File: config.mk
export PLATFORM = sky130hd
export DESIGN_NAME = alu4_op_sequencer
export DESIGN_NICKNAME = d
export VERILOG_FILES = /design/src/rtl/alu4_pkg.sv /design/src/rtl/alu4_op_sequencer.sv
export SDC_FILE = /design/constraint.sdc
export NUM_CORES = 1
export LEC_CHECK = 0
export CAP_MARGIN = 20
export CORE_MARGIN = 8
export CORE_UTILIZATION = 42
export CTS_CLUSTER_SIZE = 40
export DETAILED_ROUTE_END_ITERATION = 6
export GPL_TIMING_DRIVEN = 1
export PLACE_DENSITY = 0.76
export SKIP_LAST_GASP = 1
export SLEW_MARGIN = 20
export SYNTH_ARGS = -nofsm -noshare
export SYNTH_HDL_FRONTEND = slang
export SYNTH_SLANG_ARGS = --single-unit
File: constraint.sdc
create_clock -name clk -period 1.44 [get_ports clk]
set_input_delay 0.288 -clock clk [delete_from_list [all_inputs] [get_ports clk]]
set_output_delay 0.288 -clock clk [all_outputs]
set_load 0.03 [all_outputs]
File: src/rtl/alu4_pkg.sv
// Shared constants for the 4-bit ALU issue path: data widths, operation
// selects, compare result codes and the sequencer FSM state encoding.
package alu4_pkg;

    localparam int ALU4_WIDTH = 4;
    localparam int ALU4_SEL_W = 3;

    localparam logic [2:0] OP_ADD = 3'b000;
    localparam logic [2:0] OP_SUB = 3'b001;
    localparam logic [2:0] OP_AND = 3'b010;
    localparam logic [2:0] OP_OR  = 3'b011;
    localparam logic [2:0] OP_XOR = 3'b100;
    localparam logic [2:0] OP_SHL = 3'b101;
    localparam logic [2:0] OP_SHR = 3'b110;
    localparam logic [2:0] OP_CMP = 3'b111;

    // Produced by the ALU itself; the sequencer only carries them through.
    localparam logic [3:0] CMP_EQ = 4'b0010;
    localparam logic [3:0] CMP_GT = 4'b0001;
    localparam logic [3:0] CMP_LT = 4'b0000;

    localparam logic [1:0] ST_IDLE = 2'b00;
    localparam logic [1:0] ST_EXEC = 2'b01;
    localparam logic [1:0] ST_RESP = 2'b10;

endpackage

File: src/rtl/alu4_op_sequencer.sv
// Issue stage for the 4-bit ALU: request handshake -> registered ALU inputs ->
// captured result -> response handshake. Optional macro: ALU4_ACC_FWD_EN.
module alu4_op_sequencer
    import alu4_pkg::*;
#(
    parameter int WIDTH = alu4_pkg::ALU4_WIDTH,
    parameter int SEL_W = alu4_pkg::ALU4_SEL_W,
    parameter int CNT_W = 8
) (
    input  logic             clk,
    input  logic             rst_n,
    input  logic             in_valid,
    output logic             in_ready,
    input  logic [WIDTH-1:0] in_a,
    input  logic [WIDTH-1:0] in_b,
    input  logic [SEL_W-1:0] in_sel,
`ifdef ALU4_ACC_FWD_EN
    input  logic             in_use_acc,
`endif
    output logic [WIDTH-1:0] alu_a,
    output logic [WIDTH-1:0] alu_b,
    output logic [SEL_W-1:0] alu_sel,
    input  logic [WIDTH-1:0] alu_c,
    output logic             out_valid,
    input  logic             out_ready,
    output logic [WIDTH-1:0] out_c,
    output logic [SEL_W-1:0] out_sel,
    output logic             busy,
    output logic [CNT_W-1:0] op_count
);

    logic [1:0]       state_q,     state_d;
    logic [WIDTH-1:0] alu_a_q,     alu_a_d;
    logic [WIDTH-1:0] alu_b_q,     alu_b_d;
    logic [SEL_W-1:0] alu_sel_q,   alu_sel_d;
    logic [WIDTH-1:0] out_c_q,     out_c_d;
    logic [SEL_W-1:0] out_sel_q,   out_sel_d;
    logic             out_valid_q, out_valid_d;
    logic [CNT_W-1:0] cnt_q,       cnt_d;
    logic [WIDTH-1:0] a_src_s;
    logic             resp_hs_s;

    assign resp_hs_s = (state_q == ST_RESP) && out_ready;

`ifdef ALU4_ACC_FWD_EN
    logic [WIDTH-1:0] acc_q, acc_d;

    assign a_src_s = in_use_acc ? acc_q : in_a;

    // Accumulator follows each completed response.
    always_comb begin
        acc_d = acc_q;
        if (resp_hs_s) begin
            acc_d = out_c_q;
        end else begin
            acc_d = acc_q;
        end
    end

    // Accumulator register.
    always_ff @(posedge clk) begin
        if (!rst_n) begin
            acc_q <= '0;
        end else begin
            acc_q <= acc_d;
        end
    end
`else
    assign a_src_s = in_a;
`endif

    // FSM next-state and datapath load decisions.
    always_comb begin
        state_d     = state_q;
        alu_a_d     = alu_a_q;
        alu_b_d     = alu_b_q;
        alu_sel_d   = alu_sel_q;
        out_c_d     = out_c_q;
        out_sel_d   = out_sel_q;
        out_valid_d = out_valid_q;
        cnt_d       = cnt_q;
        case (state_q)
            ST_IDLE: begin
                if (in_valid) begin
                    alu_a_d   = a_src_s;
                    alu_b_d   = in_b;
                    alu_sel_d = in_sel;
                    state_d   = ST_EXEC;
                end else begin
                    state_d   = ST_IDLE;
                end
            end
            ST_EXEC: begin
                out_c_d     = alu_c;
                out_sel_d   = alu_sel_q;
                out_valid_d = 1'b1;
                state_d     = ST_RESP;
            end
            ST_RESP: begin
                if (out_ready) begin
                    out_valid_d = 1'b0;
                    cnt_d       = cnt_q + {{(CNT_W-1){1'b0}}, 1'b1};
                    state_d     = ST_IDLE;
                end else begin
                    state_d     = ST_RESP;
                end
            end
            default: begin
                out_valid_d = 1'b0;
                state_d     = ST_IDLE;
            end
        endcase
    end

    // State and datapath registers; reset discards any operation in flight.
    always_ff @(posedge clk) begin
        if (!rst_n) begin
            state_q     <= ST_IDLE;
            alu_a_q     <= '0;
            alu_b_q     <= '0;
            alu_sel_q   <= '0;
            out_c_q     <= '0;
            out_sel_q   <= '0;
            out_valid_q <= 1'b0;
            cnt_q       <= '0;
        end else begin
            state_q     <= state_d;
            alu_a_q     <= alu_a_d;
            alu_b_q     <= alu_b_d;
            alu_sel_q   <= alu_sel_d;
            out_c_q     <= out_c_d;
            out_sel_q   <= out_sel_d;
            out_valid_q <= out_valid_d;
            cnt_q       <= cnt_d;
        end
    end

    assign in_ready  = (state_q == ST_IDLE);
    assign busy      = (state_q != ST_IDLE);
    assign alu_a     = alu_a_q;
    assign alu_b     = alu_b_q;
    assign alu_sel   = alu_sel_q;
    assign out_c     = out_c_q;
    assign out_sel   = out_sel_q;
    assign out_valid = out_valid_q;
    assign op_count  = cnt_q;

endmodule
Word-level counts from Yosys, hierarchy flattened
Index checks and enable logic that the tools add are counted.
{"block": "classes", "addsub": 1, "eq_ne": 3, "muxes": 5, "n_bitwise": 1, "n_reduce_logical": 5}
{"cell": "8-bit by 1-bit adder with 8-bit output (second input constant)", "n": 1}
{"cell": "2-bit case mux with 3 select lines", "n": 1}
{"cell": "2-bit AND reduction", "n": 3}
{"cell": "1-bit case mux with 3 select lines", "n": 1}
{"cell": "2-bit by 1-bit equality test with 1-bit output (second input constant)", "n": 1}
{"cell": "2-bit equality test (second input constant)", "n": 1}
{"cell": "2-bit zero test", "n": 1}
{"cell": "1-bit 2-to-1 mux", "n": 2}
{"cell": "2-bit 2-to-1 mux", "n": 1}
{"cell": "2-bit inequality test (second input constant)", "n": 1}
{"cell": "2-bit nonzero test", "n": 1}
{"cell": "1-bit inverter", "n": 1}
{"block": "totals", "regBits": 29, "in_bits": 19, "output_inout_bits": 29, "wordCells": 23}

Depth between registers and ports, before layout
Gate-level depths: netlist of run 1.
{"block": "logic_depth", "ltp_word": 3, "depth_mapped": 4, "depth_no_buf": 4}

Worst setup path before layout of run 1
No wires, ideal clock.
{"block": "synth_path", "path_kind": "reg-to-reg", "from": "register cnt_q[0] (netlist: op_count[0])", "to": "register cnt_q[4] (netlist: op_count[4])", "setup_ns": 0.076, "arrival_ns": 1.403, "required_ns": 1.364, "path_slack_ns": -0.038, "path_stages_with_launch": 5, "path_buffers": 0, "synth_period_minus_slack_ns": 1.478, "path_cell_list": "dfxtp_1 > ha_1 > nand4b_1 > or3_1 > a21boi_0"}
{"block": "synth_between", "elab_chain_cells": 1}
{"element": "start, declared", "line_no": "alu4_op_sequencer.sv:39", "source": "logic [CNT_W-1:0] cnt_q, cnt_d;"}
{"element": "start signal, assigned", "line_no": "alu4_op_sequencer.sv:134", "source": "cnt_q <= cnt_d;"}
{"element": "8-bit by 1-bit adder with 8-bit output", "line_no": "alu4_op_sequencer.sv:102", "source": "cnt_d = cnt_q + {{(CNT_W-1){1'b0}}, 1'b1};"}
Every way passes these cells.
A chain may end at the register's enable or synchronous reset.

Worst setup path after layout of run 1
{"block": "layout_path", "from": "register state_q[1]", "to": "output port busy"}
{"block": "layout_between", "elab_chain_cells": 1}
{"element": "start, declared", "line_no": "alu4_op_sequencer.sv:32", "source": "logic [1:0] state_q, state_d;"}
{"element": "start signal, assigned", "line_no": "alu4_op_sequencer.sv:127", "source": "state_q <= state_d;"}
{"element": "2-bit nonzero test", "line_no": "alu4_op_sequencer.sv:139", "source": "assign busy = (state_q != ST_IDLE);"}
{"element": "end, declared", "line_no": "alu4_op_sequencer.sv:28", "source": "output logic busy,"}
Every way passes these cells.

==> results.sh, run 1 <==
export IMPL_status="completed"
export IMPL_placed_area_um2=1770
export IMPL_drtAntennaViolNets=0
export IMPL_path_cells="or2_4, clkbuf_2"
export IMPL_synth_edf_count=0
export IMPL_grt_max_degree=18
export IMPL_utilization=0.668
export IMPL_num_rows=19
export IMPL_skew_ns=0.00733
export IMPL_synth_ff_latch_count=29
export IMPL_synth_common_cells="29 x dfxtp_1, 20 x nor2b_1, 19 x mux2i_1"
export IMPL_p_per_area_nw_per_um2=957
export IMPL_yosys_area_share_xor_xnor=0.0149
export IMPL_crit_type="reg2out"
export IMPL_die_y_um=68.9
export IMPL_syn_cell_area_um2=1180
export IMPL_cp_arrival_ns=1.08
export IMPL_p_leak_nw=0.796
export IMPL_cts_made_buffers=5
export IMPL_core_area_um2=2710
export IMPL_seqCellArea_um2=586
export IMPL_async_reset_ff_frac=0
export IMPL_yosys_warnings=0
export IMPL_synthFlopType="dfxtp_1"
export IMPL_placed_cells=195
export IMPL_syn_nets=128
export IMPL_antenna_found_initial=0
export IMPL_place_hpwl_um=2210
export IMPL_io_buffer_count=47
export IMPL_worstRegToRegCells=4
export IMPL_grt_pass1_vias=1058
export IMPL_whs_path_depth=2
export IMPL_fmax_mhz=728
export IMPL_path_delay_family="flip-flops"
export IMPL_gp_congestion=0.724
export IMPL_drc=0
export IMPL_dr_pass1_iters=3
export IMPL_min_delay_path_class="reg2reg"
export IMPL_slew_headroom=0.788
export IMPL_wl_per_cell_um=14.0
export IMPL_synth_area_mux_share=0.162
export IMPL_io_pins=48
export IMPL_grt_overflow=0
export IMPL_cp_num_buf_inv=1
export IMPL_layout_min_cycle_time_ns=1.37
export IMPL_drt_iter0_markers=61
export IMPL_synth_top_family_by_area="simple AND/OR/NAND/NOR gates"
export IMPL_worstMarginPinSlew_ns=0.320
export IMPL_grtUsageMet3=0.0969
export IMPL_cts_tree="yes"
export IMPL_busiest_layer="met2"
export IMPL_grtUsageMet1=0.141
export IMPL_multiInputGateArea_um2=576
export IMPL_fin_nets=191
export IMPL_grt_total_usage=0.133
export IMPL_synth_top_area_share=0.494
export IMPL_synth_fa_ha_area_frac=0.0106
export IMPL_grt_pass1_wl_um=4730
export IMPL_hold_violations=0
export IMPL_yosysTopAreaCell="dfxtp_1"
export IMPL_cts_max_level=2
export IMPL_start_util=0.434
export IMPL_cp_max_fo=2
export IMPL_dieArea_um2=4750
export IMPL_instances_no_fill=203
export IMPL_cp_depth=2
export IMPL_netlist_instances=108
export IMPL_final_area_um2=1810
export IMPL_end_kind="output port"
export IMPL_met2_usage=0.206
export IMPL_antennaDiodeCount=0
export IMPL_maxSlewViolCount=0
export IMPL_insertion_delay_ns=0.32
export IMPL_critPathLaunchType="flop"
export IMPL_drive_above_1_share=0.221
export IMPL_synth_area_top_cells="dfxtp_1 49%, mux2i_1 16%, nor2b_1 11%"
export IMPL_vias_per_cell=4.91
export IMPL_wl_um=2830
export IMPL_die_x_um=68.9
export IMPL_seq_area_frac_synth=0.494
export IMPL_vias=997
export IMPL_synth_avg_cell_area_um2=10.9
export IMPL_vdd_ir_drop_max_v=0.000873
export IMPL_clk_pin_slew_worst_paths_ns=0.09
export IMPL_critical_path_max_stage_delay_ns=0.33
export IMPL_crit_slowest_cell="dfxtp_2"
export IMPL_cp_data_required_time_ns=1.15
export IMPL_period_share=0.953
export IMPL_cts_sinks=29
export IMPL_yosys_area_share_simple=0.219
export IMPL_fill_cells=238
export IMPL_clk_path_buf_depth=2
export IMPL_rsz0062_at_grt="false"
export IMPL_maxCapViolations=0
export IMPL_finalSetupViolations=0
export IMPL_cts_root_buf="clkbuf_4"
export IMPL_ys_types=26
export IMPL_synth_most_common_cell="dfxtp_1"
export IMPL_synth_compound_area_frac=0.0766
export IMPL_postCtsHoldBufs=0
export IMPL_area_growth_pct=53.8
==> cells by family after synthesis <==
kind of cell | count (synthesis)
simple gates | 38
flops | 29
mux | 19
compound gates | 13
buf+inv | 6
xor+xnor | 2
fa+ha+maj | 1
==> tightest hold or removal path, cell delays in order, from the launching register on <==
cell and delay (ns):
dfxtp_1 0.33, o31ai_1 0.06, a21boi_1 0.06
==> flip-flops by register name (all words and copies together), names as in the netlist <==
name / flops
alu_a: 4
alu_b: 4
alu_sel: 3
op_count: 8
out_c: 4
out_sel: 3
out_valid: 1
state_q: 2
==> routing by layer <==
metal / part of all wire / vias up
li1: - / 504
met1: 0.42 / 451
met2: 0.45 / 39
met3: 0.12 / 3
met4: 0.0056 / 0
met5: 0 / -
==> final cells by class <==
class | count | share of cell area
multi-input combinational | 73 | 0.318
inverter | 1 | 0.00207
timing repair buffer | 61 | 0.296
clock buffer | 7 | 0.0360
clock inverter | 1 | 0.00277
sequential | 29 | 0.324
tap | 31 | 0.0214
==> report_power, final <==
part	internal [W]	switching, W	total (W)
logic	0.000158	0.000160	0.000318
registers	0.000837	0.0000191	0.000856
clock network	0.000283	0.000274	0.000556
total	0.00128	0.000453	0.00173
==> cell usage in the layout, fill, tap and decap left out, drive strengths merged, types with 3 or more instances in the layout <==
cell / instances
a21boi: 5
and2: 3
buf: 15
clkbuf: 12
clkdlybuf4s15: 9
clkdlybuf4s50: 18
dfxtp: 29
dlygate4sd2: 14
mux2i: 19
nor2b: 20
o21ai: 4
or3: 3
==> path summary, 6_finish.rpt <==
path | startpoint | end | slack, ns
setup / recovery | state_q[1] | busy | 0.07
hold / removal | op_count[7] | op_count[7] | 0.49
setup reg to reg | state_q[0] | op_count[5] | 0.09
hold reg to reg | op_count[7] | op_count[7] | 0.49
==> metrics by stage <==
step | total power, W | hold slack, ns | setup WS [ns] | setup TNS [ns]
after global routing | 0.00184 | 0.520 | 0.000254 | 0
after floorplan | 0.00106 | 0.457 | 0.0181 | 0
after detailed placement | 0.00122 | 0.476 | -0.234 | -1.74
final | 0.00173 | 0.486 | 0.0672 | 0
after CTS | 0.00176 | 0.487 | -0.124 | -0.124
after global placement | 0.00121 | 0.465 | -0.193 | -1.59
==> what timing repair did <==
action	4_1_cts	5_1_grt
setup buffers	0	0
endpoints found under the setup margin	29	15
gates resized for setup	34	20
pin swaps	0	1
(Power assumes the default switching activity.)
==> run 2, diff against run 1 <==
ABC_AREA = 1   (was default)
CORE_UTILIZATION = 40   (was 42)
PLACE_DENSITY = 0.75   (was 0.76)
clock period = 1.3 ns   (was 1.44 ns; I/O delays follow)
==> results.sh, run 2 <==
export IMPL_synth_area_top_cells="dfxtp_1 53%, nor2_1 15%, o21ai_0 9.6%"
export IMPL_cts_root_buf="clkbuf_4"
export IMPL_yosys_area_share_simple=0.272
export IMPL_grt_overflow=0
export IMPL_final_common_cell="nor2_1"
export IMPL_period_share=0.971
export IMPL_async_reset_ff_frac=0
export IMPL_wl_met2_um=1400
export IMPL_seq_area_frac_synth=0.531
export IMPL_antenna_found_initial=0
export IMPL_gp_congestion=0.718
export IMPL_io_pins=48
export IMPL_vdd_ir_drop_max_v=0.000905
export IMPL_die_x_um=68.3
export IMPL_wl_per_cell_um=12.5
export IMPL_grt_pass1_wl_um=4820
export IMPL_p_per_area_nw_per_um2=1190
export IMPL_synth_common_cells="45 x nor2_1, 29 x dfxtp_1, 21 x o21ai_0"
export IMPL_clk_path_buf_depth=2
export IMPL_critPathLaunchType="flop"
export IMPL_maxSlewViolCount=0
export IMPL_met1Wirelength_um=1140
export IMPL_p_leak_nw=0.740
export IMPL_num_rows=19
export IMPL_syn_cell_area_um2=1090
export IMPL_rsz0062_at_grt="true"
export IMPL_drtAntennaViolNets=0
export IMPL_grt_max_degree=15
export IMPL_fill_cells=236
export IMPL_synth_fa_ha_area_frac=0.0114
export IMPL_synth_ff_latch_count=29
export IMPL_drive_above_1_share=0.271
export IMPL_synth_avg_cell_area_um2=7.70
export IMPL_worstMarginPinSlew_ns=0.264
export IMPL_layout_common_cells="45 x nor2_1, 26 x dfxtp_1, 21 x o21ai_0"
export IMPL_finalSetupViolations=0
export IMPL_drc=0
export IMPL_min_delay_path_class="reg2reg"
export IMPL_wl_um=2880
export IMPL_layout_min_cycle_time_ns=1.26
export IMPL_area_growth_pct=54.8
export IMPL_whs_ns=0.490
export IMPL_end_kind="output port"
export IMPL_clk_pin_slew_worst_paths_ns=0.09
export IMPL_dr_wl_met3_um=303
export IMPL_dr_pass1_iters=4
export IMPL_largest_reg_flops=8
export IMPL_cts_made_buffers=5
export IMPL_multiInputGateArea_um2=464
export IMPL_path_cells="nor2_4, inv_2, buf_6"
export IMPL_setup_slack_ns=0.0372
export IMPL_antennaDiodeCount=0
export IMPL_dieArea_um2=4660
export IMPL_grt_pass1_vias=1161
export IMPL_drt_iter0_markers=38
export IMPL_fin_nets=218
export IMPL_finalSetupTns_ns=0
export IMPL_start_util=0.407
export IMPL_insertion_delay_ns=0.33
export IMPL_cp_max_fo=3
export IMPL_grt_total_usage=0.136
export IMPL_crit_type="reg2out"
export IMPL_cp_data_required_time_ns=1.04
export IMPL_place_hpwl_um=2130
export IMPL_synth_compound_area_frac=0.128
export IMPL_synth_area_mux_share=0
export IMPL_slew_headroom=0.824
export IMPL_yosysTopAreaCell="dfxtp_1"
export IMPL_topRoutingLayerUsed="met4"
export IMPL_critical_path_max_stage_delay_ns=0.37
export IMPL_synth_top_area_share=0.531
export IMPL_skew_ns=0.00654
export IMPL_hold_violations=0
export IMPL_fmax_mhz=792
export IMPL_vias_per_cell=4.80
export IMPL_maxCapViolations=0
export IMPL_synthFlopType="dfxtp_1"
export IMPL_cts_max_level=2
export IMPL_yosys_warnings=0
export IMPL_syn_nets=162
export IMPL_synth_most_common_cell="nor2_1"
export IMPL_cp_arrival_ns=1.00
export IMPL_yosys_area_share_xor_xnor=0.00801
export IMPL_status="completed"
export IMPL_netlist_instances=142
export IMPL_synth_top_family_by_area="simple AND/OR/NAND/NOR gates"
export IMPL_seqCellArea_um2=587
export IMPL_ys_types=19
export IMPL_die_y_um=68.3
export IMPL_core_area_um2=2690
export IMPL_crit_slowest_cell="dfxtp_4"
export IMPL_io_buffer_count=47
export IMPL_vias=1103
export IMPL_cts_tree="yes"
export IMPL_pre_cts_slack_ns=-0.146
export IMPL_cts_sinks=29
export IMPL_synth_edf_count=0
-- run 2: cell types whose count changed after synthesis, moves of 3 or more --
cell,delta
a21boi_0,-3
a21oi_1,+7
and2_1,-3
inv_1,+7
mux2i_1,-19
nand2_1,+10
nand3_1,+4
nor2_1,+45
nor2_2,+3
nor2b_1,-20
o21ai_0,+17
or3_1,-3
-- run 2: final timing paths --
path / startpoint / end / slack [ns] / cells after the start
worst max-delay path: state_q[1] / busy / 0.04 / 3
worst min-delay path: alu_a[2] / alu_a[2] / 0.49 / 2
worst max register to register: state_q[1] / alu_b[3] / 0.13 / 5
worst min register to register: alu_a[2] / alu_a[2] / 0.49 / 2
-- run 2: where the power goes --
part / internal, W / total (W) / switching, W
Combinational: 0.000175 / 0.000411 / 0.000236
Sequential: 0.000942 / 0.000976 / 0.0000339
Clock: 0.000313 / 0.000626 / 0.000313
-- run 2: routing by layer --
metal	global-route usage	vias to the layer above
li1	-	563
met1	0.137	496
met2	0.222	40
met3	0.0851	4
met4	0.0537	0
met5	0	-
-- run 2: critical path: cells and delay by family (launching register included) --
kind,cells,cell delay (ns)
DFF,1,0.37
buffers and inverters,2,0.18
and+or+nand+nor,1,0.13
-- run 2: per-stage QoR --
| stage | util | std cells | total power [W] | instance area, µm² |
|---|---|---|---|---|
| after floorplan | - | 142 | 0.00121 | 1090 |
| after global placement | 0.588 | 220 | 0.00140 | 1580 |
| after detailed placement | 0.588 | 220 | 0.00141 | 1580 |
| after CTS | 0.627 | 229 | 0.00203 | 1680 |
| after global routing | 0.630 | 230 | 0.00212 | 1690 |
| final | 0.630 | 230 | 0.00201 | 1690 |
-- run 2: cell type report --
type / instances / area share
clock inverters: 1 / 0.00296
inverters: 9 / 0.0214
clock buffers: 7 / 0.0384
well taps: 31 / 0.0229
flip-flops and latches: 29 / 0.347
multi-input cells: 100 / 0.274
repair buffers: 53 / 0.293
-- run 2: cells by family (layout without fill, tap and decap cells) --
| kind of cell | count (synthesis) | in the layout |
|---|---|---|
| AOI/OAI and AO/OA | 28 | 28 |
| xor gates and xnor gates | 1 | 1 |
| adders and majority gates | 1 | 1 |
| buffers and inverters | 13 | 70 |
| DFF | 29 | 29 |
| and+or+nand+nor | 70 | 70 |
-- run 2: what timing repair did --
action | in CTS | in global routing
endpoints found under the setup margin | 17 | 2
resized for setup | 48 | 6
setup buffers | 1 | 1
hold buffers | 0 | 0
pin swaps | 1 | 1
==> run 3, diff against run 2 <==
SKIP_CTS_REPAIR_TIMING = 1   (was default)
==> results.sh, run 3 (synthesis gave the netlist of run 2 again) <==
export IMPL_status="completed"
export IMPL_finalSetupTns_ns=0
export IMPL_cp_max_fo=3
export IMPL_busiest_layer="met2"
export IMPL_drive_above_1_share=0.191
export IMPL_min_from="alu_a[2]"
export IMPL_die_x_um=68.3
export IMPL_die_y_um=68.3
export IMPL_io_pins=48
export IMPL_maxCapViolations=0
export IMPL_antenna_found_initial=0
export IMPL_drt_iter0_markers=35
export IMPL_clk_pin_slew_worst_paths_ns=0.09
export IMPL_antennaDiodeCount=0
export IMPL_crit_type="reg2out"
export IMPL_cts_max_level=2
export IMPL_num_rows=19
export IMPL_start_util=0.407
export IMPL_p_per_area_nw_per_um2=1170
export IMPL_vdd_ir_drop_max_v=0.000902
export IMPL_r2r_start="state_q[1]"
export IMPL_cts_made_buffers=5
export IMPL_met2_usage=0.213
export IMPL_slew_headroom=0.773
export IMPL_core_area_um2=2690
export IMPL_end_kind="output port"
export IMPL_fill_cells=227
export IMPL_grt_pass1_wl_um=4770
export IMPL_utilization=0.639
export IMPL_area_growth_pct=56.9
export IMPL_maxSlewViolCount=0
export IMPL_vias=1095
export IMPL_finalSetupViolations=0
export IMPL_cts_root_buf="clkbuf_4"
export IMPL_cts_sinks=29
export IMPL_multiInputGateArea_um2=464
export IMPL_dieArea_um2=4660
export IMPL_drc=0
export IMPL_seqCellArea_um2=587
export IMPL_grtUsageMet3=0.0851
export IMPL_fin_nets=218
export IMPL_fmax_mhz=798
export IMPL_p_leak_nw=0.968
export IMPL_place_hpwl_um=2130
export IMPL_layout_common_cells="45 x nor2_1, 26 x dfxtp_1, 21 x o21ai_0"
export IMPL_period_share=0.964
export IMPL_setup_worst_path_start="state_q[1]"
export IMPL_wl_per_cell_um=12.6
export IMPL_insertion_delay_ns=0.33
export IMPL_critPathLaunchType="flop"
export IMPL_grt_overflow=0
export IMPL_layout_min_cycle_time_ns=1.25
export IMPL_skew_ns=0.00754
export IMPL_grt_max_degree=15
export IMPL_drtAntennaViolNets=0
export IMPL_dr_pass1_iters=4
export IMPL_grt_total_usage=0.134
export IMPL_largest_reg_flops=8
export IMPL_wl_um=2900
export IMPL_worstMarginPinSlew_ns=0.340
export IMPL_vias_per_cell=4.76
export IMPL_gp_congestion=0.718
export IMPL_final_common_cell="nor2_1"
export IMPL_cts_tree="yes"
export IMPL_grt_pass1_vias=1133
export IMPL_min_delay_path_class="reg2reg"
export IMPL_io_buffer_count=47
export IMPL_grtUsageMet1=0.139
export IMPL_clk_path_buf_depth=2
export IMPL_cp_arrival_ns=0.99
export IMPL_cp_data_required_time_ns=1.04
export IMPL_hold_violations=0
## run 3: cell types whose count changed in the layout (fill, tap and decap cells not counted)
cell             before  now
clkdlybuf4s15_2      14    0
inv_4                 1    0
dlymetal6s2s_1        0   15
buf_2                 1    0
inv_1                 7    8
## run 3: power by group
group          switching, W  leakage (nW)  internal, W  total, W
Sequential        0.0000325         0.239     0.000942  0.000975
Clock              0.000312        0.0413     0.000313  0.000625
Combinational      0.000234         0.687     0.000181  0.000415
## run 3: routing by layer
layer  vias to the layer above  wire (µm)
met4                         0         29
met5                         -          0
met2                        33       1420
met1                       496       1170
li1                        562          -
met3                         4        282
## run 3: cell type report
cell class | instances | share of cell area
timing repair buffer | 53 | 0.304
clock buffer | 7 | 0.0379
clock inverter | 1 | 0.00292
tap | 31 | 0.0226
multi-input combinational | 100 | 0.271
sequential | 29 | 0.342
inverter | 9 | 0.0197
## run 3: worst paths after layout
check	to	slack [ns]	cells past startpoint
max	busy	0.05	3
max reg2reg	alu_a[1]	0.14	6
min reg2reg	alu_a[2]	0.49	2
min	alu_a[2]	0.49	2
## run 3: per-stage QoR
| step | setup slack [ns] | cell area [µm²] | instances | total power [W] | hold WS (ns) |
|---|---|---|---|---|---|
| after detailed placement | -0.146 | 1580 | 220 | 0.00141 | 0.476 |
| final | 0.0462 | 1720 | 230 | 0.00202 | 0.486 |
| after CTS | -0.343 | 1650 | 228 | 0.00204 | 0.495 |
| after floorplan | 0.00857 | 1090 | 142 | 0.00121 | 0.395 |
| after global routing | -0.0105 | 1720 | 230 | 0.00212 | 0.525 |
| after global placement | -0.102 | 1580 | 220 | 0.00140 | 0.465 |
## run 3: worst max-delay path, stage by stage (launching register included)
cell and delay, ns:
dfxtp_4 0.37, nor2_4 0.10, inv_1 0.06, buf_6 0.13
